**src/rtl/uart_rx_fifo.sv**
```systemverilog
// UART 8N1 receiver feeding a first-word-fall-through receive FIFO.
// The serial line is synchronised, framed by a small FSM sampling mid-bit,
// and complete bytes are pushed into a circular buffer read by the bus side.
//
// Read handshake: rd_data is valid whenever empty=0 (the head byte is shown
// combinationally). Asserting rd_en while empty=0 consumes that byte on the
// next rising edge; rd_en while empty=1 is ignored.
module uart_rx_fifo #(
  parameter int CLOCK_FREQ  = 50000000,
  parameter int BAUD_RATE   = 115200,
  parameter int BUFFER_SIZE = 32
) (
  input  logic                         clk,
  input  logic                         rst_n,
  input  logic                         rx,
  input  logic                         rd_en,
  input  logic                         clear_errors,
  output logic [7:0]                   rd_data,
  output logic                         empty,
  output logic                         full,
  output logic [$clog2(BUFFER_SIZE):0] count,
  output logic                         frame_error,
  output logic                         overrun,
  output logic [2:0]                   fsm_state
);

  localparam int CLKS_PER_BIT = CLOCK_FREQ / BAUD_RATE;
  localparam int HALF_BIT     = CLKS_PER_BIT / 2;
  localparam int CNT_W        = $clog2(CLKS_PER_BIT);
  localparam int AW           = $clog2(BUFFER_SIZE);
  localparam int CW           = AW + 1;

  localparam logic [CNT_W-1:0] BIT_LAST  = CNT_W'(CLKS_PER_BIT - 1);
  localparam logic [CNT_W-1:0] HALF_LAST = CNT_W'(HALF_BIT - 1);
  localparam logic [CW-1:0]    DEPTH     = CW'(BUFFER_SIZE);

  typedef enum logic [2:0] {
    S_IDLE  = 3'd0,
    S_START = 3'd1,
    S_DATA  = 3'd2,
    S_STOP  = 3'd3,
    S_BREAK = 3'd4
  } state_t;

  state_t           state, state_nx;
  logic [CNT_W-1:0] cnt, cnt_nx;
  logic [2:0]       idx, idx_nx;
  logic [7:0]       shift, shift_nx;
  logic             rx_meta, rx_s;
  logic             wr_req, fe_set, ovr_set;
  logic             do_wr, do_rd;

  logic [7:0]       mem [BUFFER_SIZE];
  logic [AW-1:0]    wr_ptr, rd_ptr;

  // Two-flop synchroniser; idle-high so reset does not look like a start bit.
  always_ff @(posedge clk or negedge rst_n) begin
    if (!rst_n) begin
      rx_meta <= 1'b1;
      rx_s    <= 1'b1;
    end else begin
      rx_meta <= rx;
      rx_s    <= rx_meta;
    end
  end

  // Receiver state register plus bit timer, bit index and shift register.
  always_ff @(posedge clk or negedge rst_n) begin
    if (!rst_n) begin
      state <= S_IDLE;
      cnt   <= '0;
      idx   <= '0;
      shift <= '0;
    end else begin
      state <= state_nx;
      cnt   <= cnt_nx;
      idx   <= idx_nx;
      shift <= shift_nx;
    end
  end

  // Receiver next-state: mid-bit sampling, stop-bit check, break absorption.
  always_comb begin
    state_nx = state;
    cnt_nx   = cnt;
    idx_nx   = idx;
    shift_nx = shift;
    wr_req   = 1'b0;
    fe_set   = 1'b0;
    case (state)
      S_IDLE: begin
        if (!rx_s) begin
          cnt_nx   = '0;
          state_nx = S_START;
        end
      end
      S_START: begin
        if (cnt == HALF_LAST) begin
          cnt_nx   = '0;
          idx_nx   = '0;
          state_nx = rx_s ? S_IDLE : S_DATA;
        end else begin
          cnt_nx = cnt + 1'b1;
        end
      end
      S_DATA: begin
        if (cnt == BIT_LAST) begin
          cnt_nx   = '0;
          shift_nx = {rx_s, shift[7:1]};
          if (idx == 3'd7) state_nx = S_STOP;
          else             idx_nx   = idx + 1'b1;
        end else begin
          cnt_nx = cnt + 1'b1;
        end
      end
      S_STOP: begin
        if (cnt == BIT_LAST) begin
          cnt_nx = '0;
          if (rx_s) begin
            wr_req   = 1'b1;
            state_nx = S_IDLE;
          end else begin
            fe_set   = 1'b1;
            state_nx = S_BREAK;
          end
        end else begin
          cnt_nx = cnt + 1'b1;
        end
      end
      S_BREAK: begin
        if (rx_s) state_nx = S_IDLE;
      end
      default: state_nx = S_IDLE;
    endcase
  end

  assign fsm_state = state;

  // A full FIFO can still accept a byte if a read frees a slot this cycle.
  assign do_rd   = rd_en & ~empty;
  assign do_wr   = wr_req & (~full | do_rd);
  assign ovr_set = wr_req & full & ~do_rd;

  // Byte storage; contents need no reset since count gates visibility.
  always_ff @(posedge clk) begin
    if (do_wr) mem[wr_ptr] <= shift;
  end

  // Pointers wrap naturally at the power-of-two depth; count tracks occupancy.
  always_ff @(posedge clk or negedge rst_n) begin
    if (!rst_n) begin
      wr_ptr <= '0;
      rd_ptr <= '0;
      count  <= '0;
    end else begin
      if (do_wr) wr_ptr <= wr_ptr + 1'b1;
      if (do_rd) rd_ptr <= rd_ptr + 1'b1;
      case ({do_wr, do_rd})
        2'b10:   count <= count + 1'b1;
        2'b01:   count <= count - 1'b1;
        default: count <= count;
      endcase
    end
  end

  assign empty   = (count == '0);
  assign full    = (count == DEPTH);
  assign rd_data = empty ? 8'h00 : mem[rd_ptr];

  // Sticky error flags; a new error outranks a simultaneous clear.
  always_ff @(posedge clk or negedge rst_n) begin
    if (!rst_n) begin
      frame_error <= 1'b0;
      overrun     <= 1'b0;
    end else begin
      if (fe_set)            frame_error <= 1'b1;
      else if (clear_errors) frame_error <= 1'b0;
      if (ovr_set)           overrun <= 1'b1;
      else if (clear_errors) overrun <= 1'b0;
    end
  end

endmodule

```
**config.mk**
```make
export PLATFORM = sky130hd
export DESIGN_NAME = uart_rx_fifo
export DESIGN_NICKNAME = d
export VERILOG_FILES = /design/src/rtl/uart_rx_fifo.sv
export SDC_FILE = /design/constraint.sdc
export NUM_CORES = 1
export LEC_CHECK = 0
export BUFFER_PORTS_ARGS = -buffer_cell sky130_fd_sc_hd__buf_2
export CAP_MARGIN = 25
export CORE_UTILIZATION = 53
export DETAILED_ROUTE_END_ITERATION = 16
export PLACE_DENSITY = 0.76
export SLEW_MARGIN = 15
export SYNTH_ARGS = -nofsm -noshare
export SYNTH_HDL_FRONTEND = slang
export SYNTH_SLANG_ARGS = --single-unit
```
**constraint.sdc**
```tcl
create_clock -name clk -period 6.55 [get_ports clk]
set_clock_uncertainty 0.05 [all_clocks]
set_input_delay 1.31 -clock clk [delete_from_list [all_inputs] [get_ports clk]]
set_output_delay 1.31 -clock clk [all_outputs]
set_load 0.01 [all_outputs]
```
# After elaboration in Yosys (flattened, before gate mapping)
# Memories as Yosys holds them, arrays and structs flattened.
# Index checks and enable logic that the tools add are counted.
# op_classes
mux,30
bitwise,8
add_sub_neg,6
n_eq_ne,17
n_reduce_logical,12
# ops
op,n
3-bit two-way mux,10
9-bit two-way mux,3
9-bit one-hot mux with 3 select lines,1
3-bit one-hot mux with 5 select lines,1
"2-bit inequality test, second input constant",7
6-bit one-hot mux with 2 select lines,1
1-bit two-way mux,11
"5-bit by 1-bit adder with 5-bit output, second input constant",2
"9-bit by 1-bit adder with 9-bit output, second input constant",1
"9-bit by 8-bit == test with 1-bit output, second input constant",1
"9-bit == test, second input constant",1
8-bit two-way mux,1
2-bit nonzero test,4
"6-bit by 1-bit adder with 6-bit output, second input constant",1
"3-bit by 2-bit == test with 1-bit output, second input constant",2
"3-bit == test, second input constant",2
"6-bit == test, second input constant",1
6-bit logical NOT,1
3-bit one-hot mux with 2 select lines,1
6-bit AND reduction,1
"6-bit by 1-bit subtractor with 6-bit output, second input constant",1
1-bit bitwise AND,4
2-bit AND reduction,2
4-bit AND reduction,1
other kinds (10),12
# totals
in_bits,5
out_inout_bits,21
ramBits,256
reg_bits,43
n_memories,1
# memory_table
name,words,width,rd,rd_ports_with_merged_regs,write_ports,line_no,source
mem,32,8,1,0,1,53,logic [7:0] mem [BUFFER_SIZE];

# Longest topological paths before layout
# Gate-level depths: netlist of the first run.
# logic_depth
ltp_word,7
ltp_mapped,11
mapped_depth_nobuf,11

# Worst setup path before layout of the first run
# No wires, ideal clock.
# synth_path
kind,reg-to-output
start,reg rd_ptr[0]
end,out rd_data[0]
arrival_ns,2.003
t_required_ns,5.190
path_slack_ns,3.187
path_stages_with_launch,7
cell_sequence,dfrtp_1 buf_2 buf_2 buf_4 mux4_2 a22oi_1 a31oi_1
# synth_via
elab_chain_cells,2
# synth_rtl
item,line_no,source
start: declaration,54,"logic [AW-1:0] wr_ptr, rd_ptr;"
start signal: assignment,157,if (do_rd) rd_ptr <= rd_ptr + 1'b1;
memory 32 x 8 bit,n/a,
8-bit two-way mux,168,assign rd_data = empty ? 8'h00 : mem[rd_ptr];
end: declaration,18,"output logic [7:0] rd_data,"
# Every way passes these cells.

# Worst setup path after layout of the first run
# layout_path
start,reg rd_ptr[2]
end,out rd_data[7]
# Same word-level chain as after synthesis.

==> flow_metrics.py, run 1 <==
metrics = {
    "status": {
        "outcome": "finished clean",
    },
    "worst_setup_path": {
        "crit_arrival_ps": 3090,
        "crit_chain": "nor2b_1, a22oi_1, a31oi_1, buf_2",
        "cpPeakStageDelay_ps": 1040,
        "startpoint_type": "flip-flop",
        "cp_max_fo": 24,
        "end_kind": "output port",
        "critical_path_class": "reg2out",
        "critPathRequiredTime_ps": 5190,
        "slowest_stage": "dfrtp_1",
    },
    "yosys": {
        "synth.avg_cell_area_sq_um": 18.4,
        "synth_top_area_share_pct": 63.3,
        "synth_area_sq_mm": 0.0121,
        "ys_types": 58,
        "synth_ff_type": "edfxtp_1",
        "syn_nets": 680,
        "yosysSeqAreaShare_pct": 72.2,
        "yosysTopAreaCell": "edfxtp_1",
        "syn_inst": 660,
        "ys_ff_latch": 299,
        "synthTopCellsByArea": "edfxtp_1, mux4_2, dfrtp_1, ha_1, nor2_1",
        "synth-edff-count": 256,
        "postSynth.asyncResetShare_pct": 14.4,
        "ys.warnings.count": 0,
    },
    "sta": {
        "final.setup.tns_ps": 0,
        "worst_pin_slew_ps": 1090,
        "setup_viol": 0,
        "hold_viol_final": 0,
        "period_minus_slack_ps": 4450,
        "maxSlewHeadroom_pct": 26.9,
        "whs_ps": 311,
        "grt_setup_unrepaired": "no",
        "slew_viol_final": 0,
        "period_share_pct": 68.0,
        "max_freq_mhz": 224,
    },
    "route": {
        "wire_per_inst_um": 24.2,
        "first_iter_violations": 603,
        "vias_per_cell": 6.25,
        "drc": 0,
        "final_antenna_net_count": 0,
        "dr.pass1.iters": 5,
        "routed_wl_mm": 24.2,
        "vias": 6247,
    },
    "cts": {
        "ctsResizeCount": 0,
        "cts-root-buf": "clkbuf_16",
        "cts_setup_buffers": 0,
        "clkLatencyLatePin_ps": 530,
        "clock-sinks": 299,
        "path_clk_slew_ps": 60,
        "cts_max_level": 1,
        "cts_tree": "yes",
        "holdBufCountCts": 0,
        "cts_buffers": 29,
        "clk_path_buf_depth": 3,
    },
    "placement": {
        "gp_congestion": 0.816,
        "io_buffers": 25,
        "hpwlAfterDp_mm": 14.8,
    },
    "global_routing": {
        "grt_pass1_wl_mm": 37.3,
        "track_usage_pct": 21.2,
        "grt_max_degree": 51,
        "antenna_found_initial": 0,
        "grt_overflow_total": 0,
        "grt_pass1_vias": 6386,
    },
    "final_layout": {
        "fill_cells": 1547,
        "fin_nets": 716,
        "multi_input_area_sq_mm": 0.00320,
        "ff_latch_area_sq_mm": 0.00877,
        "drive_gt1_share_pct": 23.5,
        "diodes": 0,
        "syn2layout_area_growth_pct": 12.0,
    },
    "power_and_ir_drop": {
        "seqPwrFrac_pct": 55.6,
        "combPwrFrac_pct": 0.3,
        "ir_worst_vdd_mv": 0.196,
        "power.density_mw_per_mm2": 270,
        "power_mw": 3.67,
        "leakagePower_nw": 5.16,
        "pwr-share-clk_pct": 44.1,
        "p_sw_share_pct": 18.5,
        "p_sw_uw": 678,
        "internal_power_mw": 2.99,
    },
    "die": {
        "die_w_um": 153,
        "start_util_pct": 54.8,
        "num_io_pins": 26,
        "die_height_um": 153,
        "coreArea_sq_mm": 0.0222,
        "rows": 54,
        "die_area_sq_mm": 0.0235,
    },
    "run": {
        "cap_violations": 0,
    },
    "hold_path": {
        "hold_class": "reg2reg",
    },
}
[layout make-up]
class	count	share of cell area (%)
multi-input combinational	320	23.5
tap	280	2.58
clock inverter	17	1.14
clock buffer	37	5.71
timing repair buffer	34	2.12
inverter	12	0.332
sequential	299	64.6
[worst max-delay path, delay by kind of cell (launching register included)]
kind | cells | cell delay [ps]
flops | 1 | 1040
simple gates | 1 | 720
compound gates | 2 | 590
buf+inv | 1 | 180
[state kept, by name (all words and copies together) (netlist names)]
name         cells
rx_s             1
frame_error      1
rd_ptr           5
fsm_state        3
idx              3
count            6
shift            8
wr_ptr           5
cnt              9
rx_meta          1
mem            256
overrun          1
[power groups by stage]
stage          combinational [mW]  clock, mW  sequential, mW
2_1_floorplan             0.00119          0            2.08
6_report                  0.00978       1.62            2.04
3_5_place_dp              0.00862          0            2.08
3_3_place_gp              0.00825          0            2.08
4_1_cts                   0.00862       1.64            2.04
5_1_grt                    0.0111       1.72            2.04
[path summary, 6_finish.rpt]
| path | end | startpoint | cells past startpoint | slack (ps) |
|---|---|---|---|---|
| max | rd_data[7] | rd_ptr[2] | 4 | 2100 |
| min | rx_s | rx_meta | 0 | 310 |
| max reg2reg | count[5] | count[1] | 9 | 2940 |
| min reg2reg | rx_s | rx_meta | 0 | 310 |
| max in group asynchronous | rx_meta | rst_n | 2 | 5330 |
| min in group asynchronous | count[3] | rst_n | 1 | 600 |
[synth_stat cells, types with 7 or more instances]
master,count
edfxtp_1,256
mux4_2,64
nor2_1,44
dfrtp_1,41
nand2_1,20
a22oi_1,16
a31oi_1,15
ha_1,14
o21ai_0,14
clkbuf_1,13
a21oi_1,12
inv_1,12
mux2i_1,11
xnor2_1,11
mux2_2,10
nand3_1,9
o22ai_1,9
a211o_1,8
buf_1,7
buf_2,7
[stage by stage]
step                instances  setup WS, ps  util (%)  cell area [sq um]
global route              999          1980      61.3              13600
CTS                       992          1810      60.6              13400
detailed placement        938          2410      56.4              12500
finish                    999          2100      61.3              13600
global placement          938          2470      56.4              12500
floorplan                 660          3190         -              12100
[layer usage]
layer	up-vias	track usage, %	wire, um
li1	2735	-	-
met1	3226	28.7	9770
met2	247	35.9	12200
met3	39	3.46	1690
met4	0	5.63	569
met5	-	0	0
[cells by family after synthesis]
| family | synth area share, % |
|---|---|
| adder cells (fa/ha/maj) | 1.61 |
| multiplexers | 13.7 |
| AND/OR/NAND/NOR | 5.33 |
| AO/OA/AOI/OAI | 4.77 |
| buffers and inverters | 1.40 |
| XOR/XNOR | 0.938 |
| flip-flops | 72.2 |
[cell usage in the layout (no fill, tap or decap), types with 3 or more instances in the layout]
cell type  Yosys  layout
a21oi_1       12      12
a21o_1         3       3
buf_8          0       3
nor2_1        44      44
nand2_2        3       3
nand2_1       20      20
and3_1         5       5
o21ai_0       14      14
buf_16         0       3
xnor2_1       11      11
clkinv_1       0       7
nand2b_1       4       4
and2_1         3       3
nand3_1        9       9
clkinv_2       0       6
ha_1          14      14
mux2_2        10      10
mux2i_1       11      11
nor2b_1        3       3
nand3b_1       3       3
clkbuf_16      0      29
a211o_1        8       8
o22ai_1        9       9
clkbuf_1      13       6
buf_2          7      25
edfxtp_1     256     256
dfrtp_1       41      37
dfrtp_2        0       3
nand4_1        4       4
bufinv_16      0       3
mux4_2        64      64
a31oi_1       15      15
a22oi_1       16      16
inv_1         12      12
No activity file was read; power rests on OpenSTA's default activity.
==> run 2, diff against run 1 <==
==> constraint.sdc (replaced) <==
create_clock -name clk -period 4.4 [get_ports clk]
set_clock_uncertainty 0.05 [all_clocks]
set_input_delay 0.88 -clock clk [delete_from_list [all_inputs] [get_ports clk]]
set_output_delay 0.88 -clock clk [all_outputs]
set_load 0.01 [all_outputs]
==> flow_metrics.py, run 2 (synthesis gave the netlist of run 1 again) <==
metrics = {
    "route": {
        "drc": 0,
        "final_antenna_net_count": 0,
        "routed_wl_mm": 23.9,
        "dr.pass1.iters": 5,
        "first_iter_violations": 495,
        "vias_per_cell": 6.30,
        "wire_per_inst_um": 24.0,
        "vias": 6277,
    },
    "cts": {
        "clkLatencyLatePin_ps": 540,
        "ctsResizeCount": 0,
        "cts-root-buf": "clkbuf_16",
        "holdBufCountCts": 0,
        "cts_setup_buffers": 0,
        "cts_max_level": 1,
        "cts_buffers": 29,
        "cts_tree": "yes",
        "path_clk_slew_ps": 60,
        "clock-sinks": 299,
        "clk_path_buf_depth": 3,
    },
    "worst_setup_path": {
        "cpPeakStageDelay_ps": 900,
        "crit_chain": "buf_12, mux4_2, a22oi_1, a31oi_1, buf_2",
        "critical_path_class": "reg2out",
        "crit_family": "flip-flops",
        "r2r-end": "mem[21][6]",
        "critPathRequiredTime_ps": 3470,
        "startpoint_type": "flip-flop",
        "r2r.worst_path.cells": 7,
        "cp_max_fo": 35,
        "end_kind": "output port",
        "worstReg2RegStart": "cnt[1]",
        "slowest_stage": "dfrtp_4",
        "cp.buffers_inverters": 2,
        "crit_arrival_ps": 2980,
        "regToRegSetupSlack_ps": 970,
    },
    "placement": {
        "post-place-cells": 941,
        "io_buffers": 25,
        "hpwlAfterDp_mm": 14.8,
        "gp_congestion": 0.940,
    },
    "global_routing": {
        "grt_overflow_total": 0,
        "track_usage_pct": 21.2,
        "grt_pass1_vias": 6498,
        "grt_pass1_wl_mm": 37.6,
        "antenna_found_initial": 0,
        "grt_max_degree": 36,
    },
    "final_layout": {
        "final_core_util_pct": 61.0,
        "instances_no_fill": 997,
        "mostFrequentLayoutCells": "edfxtp_1, mux4_2, nor2_1, dfrtp_1, clkbuf_16",
        "top_register": "mem",
        "drive_gt1_share_pct": 23.2,
        "largest_reg_flops": 256,
        "final_common_cell": "edfxtp_1",
        "fill_cells": 1544,
        "top_regs": "mem: 256 flops, cnt: 9 flops, shift: 8 flops",
        "fin_nets": 717,
        "syn2layout_area_growth_pct": 11.5,
        "diodes": 0,
    },
    "run": {
        "cap_violations": 0,
    },
    "power_and_ir_drop": {
        "combPwrFrac_pct": 0.2,
        "p_sw_mw": 1.01,
        "internal_power_mw": 4.42,
        "pwr-share-clk_pct": 43.8,
        "power.density_mw_per_mm2": 401,
        "ir_worst_vdd_mv": 0.324,
        "leakagePower_nw": 5.12,
        "seqPwrFrac_pct": 56.0,
        "p_sw_share_pct": 18.6,
    },
    "sta": {
        "max_freq_mhz": 255,
        "hold_viol_final": 0,
        "maxSlewHeadroom_pct": 32.2,
        "grt_setup_unrepaired": "no",
        "period_minus_slack_ps": 3910,
        "setup_viol": 0,
        "period_share_pct": 89.0,
        "worst_pin_slew_ps": 1020,
        "final.setup.tns_ps": 0,
        "slew_viol_final": 0,
    },
    "die": {
        "die_area_sq_mm": 0.0235,
        "start_util_pct": 54.8,
        "num_io_pins": 26,
        "coreArea_sq_mm": 0.0222,
        "die_w_um": 153,
        "die_height_um": 153,
        "rows": 54,
    },
    "status": {
        "outcome": "finished clean",
    },
    "hold_path": {
        "hold_class": "in2async",
    },
}
==> run 2: cell types whose count changed in the layout (fill, tap and decap cells not counted), sizes merged <==
cell	delta
clkbuf	-2
clkinv	-1
buf	+1
==> run 2: cell type report <==
type / count / area (sq um) / area share, %
Sequential cell: 299 / 8770 / 64.9
Multi-Input combinational cell: 320 / 3200 / 23.6
Clock buffer: 35 / 748 / 5.53
Tap cell: 280 / 350 / 2.59
Timing Repair Buffer: 35 / 263 / 1.94
Clock inverter: 16 / 148 / 1.09
Inverter: 12 / 45.0 / 0.333
==> run 2: power groups by stage <==
stage          logic [mW]  registers [mW]  clock network (mW)
2_1_floorplan     0.00177            3.10                   0
3_3_place_gp       0.0130            3.10                   0
3_5_place_dp       0.0137            3.10                   0
4_1_cts            0.0138            3.04                2.40
5_1_grt            0.0153            3.04                2.50
6_report           0.0131            3.04                2.37
==> run 2: worst max-delay path by stage <==
stage	startpoint	end	slack (ps)	depth (start not counted)
after floorplan	count[1]	count[5]	1410	9
after CTS	rd_ptr[0]	rd_data[6]	430	5
after global routing	rd_ptr[0]	rd_data[6]	330	5
after detailed placement	cnt[1]	mem[29][3]	940	7
final	rd_ptr[0]	rd_data[6]	490	5
after global placement	rd_ptr[0]	rd_data[3]	1050	5
==> run 2: per-stage QoR <==
| stage | cell area, sq um | hold slack, ps | setup WS [ps] | power (mW) |
|---|---|---|---|---|
| floorplan | 12100 | 295 | 1410 | 3.10 |
| global placement | 12500 | 298 | 1050 | 3.11 |
| detailed placement | 12500 | 299 | 939 | 3.11 |
| CTS | 13400 | 268 | 433 | 5.45 |
| global route | 13500 | 299 | 332 | 5.56 |
| finish | 13500 | 258 | 485 | 5.43 |
==> run 2: routing by layer <==
layer	GRT usage [%]	share of wire [%]	up-vias	wire [um]
li1	-	-	2746	-
met1	29.6	43	3262	10200
met2	34.5	49	223	11700
met3	4.20	6.5	46	1560
met4	5.77	2.2	0	524
met5	0	0	-	0
